--- src/rtl/sdm_pkg.sv ---
// Shared constants for the sigma-delta section: CIC defaults, accumulator
// width helper and the legal range of the 2-bit quantizer output.
package sdm_pkg;

  localparam int CIC_N = 3;
  localparam int CIC_R = 16;

  localparam int SDM_DIN_MIN = -2;
  localparam int SDM_DIN_MAX = 1;

  // Hogenauer full-precision width for a 2-bit signed input.
  function automatic int cic_w_acc(input int n, input int r);
    return 2 + n * $clog2(r);
  endfunction

endpackage

--- src/rtl/cic_integ.sv ---
// Single wrap-around accumulator stage of the CIC integrator chain.
// Synchronous active-high reset; updates only when enabled.
module cic_integ #(
  parameter int W = 14
) (
  input  logic         clk,
  input  logic         rst,
  input  logic         i_en,
  input  logic [W-1:0] i_add,
  output logic [W-1:0] o_acc
);

  logic [W-1:0] r_acc;

  always_ff @(posedge clk) begin
    if (rst)       r_acc <= '0;
    else if (i_en) r_acc <= r_acc + i_add;
  end

  assign o_acc = r_acc;

endmodule

--- src/rtl/sdm_cic_dec.sv ---
// Third-order CIC decimator for the 2-bit sigma-delta stream: integrate at the
// modulator rate, decimate by R, differentiate at the output rate.
module sdm_cic_dec
  import sdm_pkg::*;
#(
  parameter int N     = CIC_N,
  parameter int R     = CIC_R,
  parameter int LOG2R = $clog2(R),
  parameter int W_ACC = cic_w_acc(N, R)
) (
  input  logic             clk,
  input  logic             rst,
  input  logic             din_vld,
  input  logic [1:0]       din,
  output logic [W_ACC-1:0] dout,
  output logic             dout_vld
);

  logic [W_ACC-1:0]        w_x;
  logic [N:0][W_ACC-1:0]   w_int;
  logic [N:0][W_ACC-1:0]   w_c;
  logic [N-1:0][W_ACC-1:0] r_d;
  logic [LOG2R-1:0]        r_cnt;
  logic [1:0]              r_vld_pipe;
  logic                    w_frame_end;

  assign w_x      = {{(W_ACC-2){din[1]}}, din};
  assign w_int[0] = w_x;

  // Each stage adds the previous stage's registered value, so the chain
  // updates simultaneously from old values.
  for (genvar g = 0; g < N; g++) begin : g_integ
    cic_integ #(.W(W_ACC)) u_integ (
      .clk   (clk),
      .rst   (rst),
      .i_en  (din_vld),
      .i_add (w_int[g]),
      .o_acc (w_int[g+1])
    );
  end

  assign w_c[0] = w_int[N];
  for (genvar g = 0; g < N; g++) begin : g_comb
    assign w_c[g+1] = w_c[g] - r_d[g];
  end

  assign w_frame_end = din_vld && (r_cnt == LOG2R'(R - 1));

  // r_vld_pipe[0] is the decimation strobe, r_vld_pipe[1] is dout_vld.
  always_ff @(posedge clk) begin
    if (rst) begin
      r_cnt      <= '0;
      r_vld_pipe <= '0;
      r_d        <= '0;
      dout       <= '0;
    end else begin
      if (din_vld) r_cnt <= r_cnt + 1'b1;
      r_vld_pipe <= {r_vld_pipe[0], w_frame_end};
      if (r_vld_pipe[0]) begin
        r_d  <= w_c[N-1:0];
        dout <= w_c[N];
      end
    end
  end

  assign dout_vld = r_vld_pipe[1];

endmodule

--- config.mk ---
export PLATFORM = sky130hd
export DESIGN_NAME = sdm_cic_dec
export DESIGN_NICKNAME = d
export VERILOG_FILES = /design/src/rtl/sdm_pkg.sv /design/src/rtl/cic_integ.sv /design/src/rtl/sdm_cic_dec.sv
export SDC_FILE = /design/constraint.sdc
export NUM_CORES = 1
export LEC_CHECK = 0
export BUFFER_PORTS_ARGS = -buffer_cell sky130_fd_sc_hd__buf_2
export CORE_MARGIN = 4
export CORE_UTILIZATION = 60
export CTS_CLUSTER_DIAMETER = 30
export DETAILED_ROUTE_END_ITERATION = 10
export MAX_ROUTING_LAYER = met4
export PLACE_DENSITY_LB_ADDON = 0.15
export RECOVER_POWER = 50
export SLEW_MARGIN = 15
export SYNTH_ARGS = -nofsm -noshare
export SYNTH_HDL_FRONTEND = slang
export SYNTH_HIERARCHICAL = 1
export SYNTH_SLANG_ARGS = --single-unit
--- constraint.sdc ---
create_clock -name clk -period 5.35 [get_ports clk]
set_input_delay 0.8025 -clock clk [delete_from_list [all_inputs] [get_ports clk]]
set_output_delay 0.8025 -clock clk [all_outputs]
set_load 0.1 [all_outputs]
# After elaboration in Yosys (flattened, before gate mapping)

Cells that the tools add are included.

Flip-flop bits (word level): 104
Word-level logic and storage cells: 18
Bits of input ports: 5
Output and inout bits: 15

Add/subtract/negate cells: 7
Equality and inequality tests: 1
Reduce and logical (&&, ||, !) cells: 1

Operators with widths:

| cell                | number |
|---|---|
| $add 14x14->14      | 3 |
| $sub 14x14->14      | 3 |
| $add 4x1->4 const B | 1 |
| $eq 4x4->1 const B  | 1 |
| $logic_and 1x1->1   | 1 |

# Longest topological paths before layout

Depth after elaboration: 3
Depth in mapped cells: 26
Depth with buffers taken out: 26

# Hierarchy

The synthesis kept the hierarchy.

Modules (own cells, without submodules):

| module                              | area each (um^2) | sequential area each (um^2) | cells each | instances |
|---|---|---|---|---|
| sdm_cic_dec                         | 4030.1           | 1241.2                      | 474        | 1 |
| cic_integ at g_integ[1].u_integ ... | 1109.8           | 280.3                       | 131        | 2 |
| cic_integ at g_integ[0].u_integ     | 1094.8           | 280.3                       | 129        | 1 |

# Worst setup path before layout

No wires, ideal clock.

Path type: reg-to-reg
Start point: reg g_integ[2].u_integ.r_acc[0]
End point: reg dout[13]
Required time: 5270 ps
Period minus slack after synthesis: 4615 ps
Library setup time: 80 ps
Arrival time: 4535 ps
Buffers on the path: 1
Setup slack: 735 ps
Stages on the path, launching flop included: 27
Path through: dfxtp_1 inv_1 ha_1 fa_1 nor2b_1 o21ai_0 a21boi_0 o211ai_1 a21oi_1 nor2_1 xnor2_1 ha_1 clkbuf_1 nand3_1 nand2_1 a22o_1 a21oi_2 or2b_1 xor2_1 ha_1 nand2_1 nand2b_1 a21oi_1 o21ai_0 xor2_1 xnor3_1 a211oi_2

RTL lines:

| element                | line              | RTL |
|---|---|---|
| start, declared        | cic_integ.sv:13   | `logic [W-1:0] r_acc;` |
| start signal, assigned | cic_integ.sv:17   | `else if (i_en) r_acc <= r_acc + i_add;` |
| end signal, assigned   | sdm_cic_dec.sv:61 | `dout <= w_c[N];` |
| end, declared          | sdm_cic_dec.sv:15 | `output logic [W_ACC-1:0] dout,` |

==> summary.txt <==
Floorplanning
  • Die Ht: 119 um
  • Initial core utilization: 61.1%
  • Area of the core: 0.0120 mm2
  • Width of the chip: 119 um
  • Total Die Area: 0.0141 mm2
  • Top-Level Pins: 20
  • Std-Cell Rows: 40

Outcome
  • Outcome: finished, violations left
  • Violated checks: capacitance limit, slew limit

Layout
  • Layout-stage area growth over the synthesis result: 6.87%
  • Fin nets: 963
  • Filler cells: 1050
  • Area of all placed cells without fillers: 0.00785 mm2
  • Inserted Diodes: 0
  • Ratio of cells with drive above 1 in the final layout: 6.38%

Timing
  • Final Hold Slack: 0.457 ns
  • Number of hold violations in the final report: 0
  • Final period util: 92.8%
  • Sum of negative setup slack: 0 ns
  • Fin. max-slew vios: 66
  • Tmin final: 4.97 ns
  • RSZ-0062 raised after global routing: false
  • Maximum achievable frequency: 201 MHz
  • Slew at the pin with the worst max-slew slack: 2.71 ns
  • Slew headroom: -80.4%
  • Worst setup skew after layout: 0.00649 ns
  • Final setup viols: 0

Power
  • Fraction of power consumed by sequential logic: 26.0%
  • Gate power share: 52.4%
  • Overall power after layout: 3340 uW
  • Leakage power figure: 0.00313 uW
  • Net switching fraction of the power: 39.5%
  • Internal Dissipation: 2020 uW
  • Total power per unit cell area: 426 mW/mm2
  • Largest vdd supply drop: 200 uV
  • Net switching power figure: 1320 uW
  • Part of the power in the clock network: 21.6%

Global routing
  • Met1 Resource Use GR: 25.6%
  • Total grt overflow: 0
  • GRT Total Usage: 23.0%
  • Met3 capacity usage during global routing: 2.82%
  • Wire length of the first global-routing pass: 26800 um
  • Number of global-route vias before repair: 6141
  • Initial antenna violation count: 0
  • Maximum number of pins on one net before global-route repair: 66
  • Most used routing layer in global routing: met2
  • Global routing met2 resource utilization: 40.9%

Worst setup path
  • Largest fanout of any net on the critical path: 5
  • Startpoint of the lowest-slack register-to-register path: g_integ[2].u_integ/o_acc[0]
  • Worst setup SP type: flip-flop
  • Largest stage delay on the critical path: 0.42 ns
  • Arrival time at the worst endpoint: 5.24 ns
  • Critical Setup Path Class: reg2reg
  • Cell count of the worst reg-to-reg path: 25
  • Worst setup path end: dout[13]
  • Critical Path RT: 5.63 ns
  • Worst Setup SP: g_integ[2].u_integ/o_acc[0]
  • Kind of end point of the critical path: flip-flop
  • Capturing point of the worst reg2reg path: dout[13]
  • Setup slack, reg-to-reg: 0.38 ns
  • Slowest-stage cell, CP: fa_1

Worst hold path
  • Hold crit path type: reg2reg

Synthesis
  • Total nets after synthesis: 955
  • Avg Cell Area, Syn: 8.49 um2
  • Share of flip-flops with an asynchronous set or reset: 0%
  • Number of register bits inferred by synthesis: 104
  • Sequential-to-total area share from yosys stat: 28.3%
  • Main flop type after synthesis: dfxtp_1
  • Number of standard cells after synthesis: 865
  • Mapped cell area: 0.00734 mm2
  • Synth warnings: 6
  • Number of enable flip-flop cells after synthesis: 0
  • Unique cell type count in the Yosys netlist: 74

Routing
  • DRC violation count after routing: 0
  • Routed wire per std cell: 14.9 um
  • Remaining number of nets flagged by the antenna check after routing: 0
  • Via Count: 6106
  • Drt via density: 5.96
  • Initial DRT Pass Iterations: 4
  • Detailed Route WL: 15300 um
  • First-iteration detailed-routing DRC count: 271

Placement
  • Placer Congestion: 0.851
  • DP Area: 0.00755 mm2
  • Number of input and output port buffers inserted: 19
  • Sum of net half-perimeters after detailed placement: 11300 um

Clocking
  • TritonCTS buffer count: 9
  • Max H-tree Level: 3
  • TritonCTS clock tree: built
  • Clk buf depth: 2
  • Post-CTS clock slew at the launch and capture registers of the worst setup and hold paths: 0.07 ns
  • Root buffer selected by CTS: clkbuf_16
  • Insertion delay of the later-clocked pin in the worst-skew pair: 0.36 ns
  • Hold_buf cts: 0
  • Clk sinks: 104

Flow run
  • Max-Cap Viols: 1
-- critical path, delay by kind of cell (launching register included) --
kind | cells | cell delay (ns)
xor gates and xnor gates | 4 | 0.78
and+or+nand+nor | 7 | 0.83
DFF | 1 | 0.38
adders and majority gates | 4 | 1.33
buffers and inverters | 1 | 0.06
AOI/OAI and AO/OA | 9 | 1.50
-- worst min path at each step --
stage               startpoint             to  slack (ns)  depth (start not counted)
floorplan             r_cnt[3]  r_vld_pipe[0]        0.43                          2
global placement      r_cnt[3]  r_vld_pipe[0]        0.42                          2
detailed placement    r_cnt[3]  r_vld_pipe[0]        0.44                          2
CTS                   r_cnt[3]  r_vld_pipe[0]        0.45                          2
global route           r_d[37]        r_d[37]        0.48                          2
finish                r_cnt[3]  r_vld_pipe[0]        0.46                          2
-- through the flow --
step	util (%)	cells	setup WS, ns
after CTS	65.5	1024	0.205
final	65.3	1025	0.384
after floorplan	-	865	0.735
after global routing	65.3	1025	0.0132
after detailed placement	62.9	1008	0.222
after global placement	62.9	1008	0.472
-- power by group through the flow --
stage	logic, uW	registers, uW	clock network [uW]
final	1750	869	723
after global routing	1940	874	765
after CTS	1730	868	737
after detailed placement	1730	885	0
after global placement	1660	882	0
after floorplan	1430	865	0
-- cells in the mapped netlist, types with 4 or more instances --
cell type    n  area (um2)
o211ai_1     4        30.0
clkbuf_1    15        56.3
o21ai_0     29         145
a211oi_1    12        90.1
fa_1         6         120
buf_1        8        30.0
nand3_1     22         110
o22ai_1      7        43.8
a21oi_2      8        70.1
and2b_1      6        45.0
or4_1        6        45.0
o2111ai_1    8        70.1
nor2b_1     10        62.6
nand4_1      4        25.0
mux2i_1     51         510
xnor2_1     31         272
a21oi_1     50         250
nor3_1      16        80.1
nand4b_1     4        35.0
xor2_1      20         175
nor3b_1      7        52.6
nand2_1     43         161
ha_1        79         988
o21bai_1     7        52.6
dfxtp_1    104        2080
inv_1       76         285
a21o_1      16         120
nand2b_1     7        43.8
o21a_1      13        97.6
nor4b_1      4        35.0
nor2_1     111         417
-- cell usage in the layout (no fill, tap or decap), types with 7 or more instances in the layout --
cell type    n
nor2_1     111
dfxtp_1    104
ha_1        78
inv_1       76
a21oi_1     51
mux2i_1     51
nand2_1     43
xnor2_1     31
o21ai_0     29
nand3_1     22
xor2_1      20
clkbuf_1    17
a21o_1      16
nor3_1      16
o21a_1      13
a211oi_1    12
nor2b_1     10
clkbuf_16    9
o2111ai_1    8
o21bai_1     7
a21oi_2      7
nor3b_1      7
nand2b_1     7
o22ai_1      7
-- kinds of logic (layout without fill, tap and decap cells) --
family          count (synthesis)  in the layout  share of synthesized area (%)
simple gates                  271            271                           18.5
compound gates                199            199                           19.1
flops                         104            104                           28.3
buf+inv                       102            115                           5.26
fa+ha+maj                      85             85                           15.1
xor+xnor                       53             53                           6.76
mux                            51             51                           6.95
-- layout make-up --
type	instances	area [um2]	share of cell area [%]
clock buffers	10	229	2.92
clock inverters	6	92.6	1.18
inverters	76	285	3.63
multi-input cells	659	4870	62.1
flip-flops and latches	104	2080	26.5
well taps	147	184	2.34
repair buffers	23	105	1.34
-- layer usage --
metal  share of wire [%]  up-vias
li1                    -     3087
met3                 2.0       35
met2                  51       96
met4                 2.8        0
met1                  45     2888
met5                   0        -
-- state kept, by name, summed over array words and instances (netlist names) --
signal,count
r_vld_pipe,2
r_cnt,4
g_integ.u_integ/o_acc,42
dout,14
r_d,42
-- timing repair --
item                       in CTS  in global routing
setup endpoints to repair       0                  2
buffers inserted                0                  1
resized for setup               0                  3
Power figures use the tool's default switching activity.
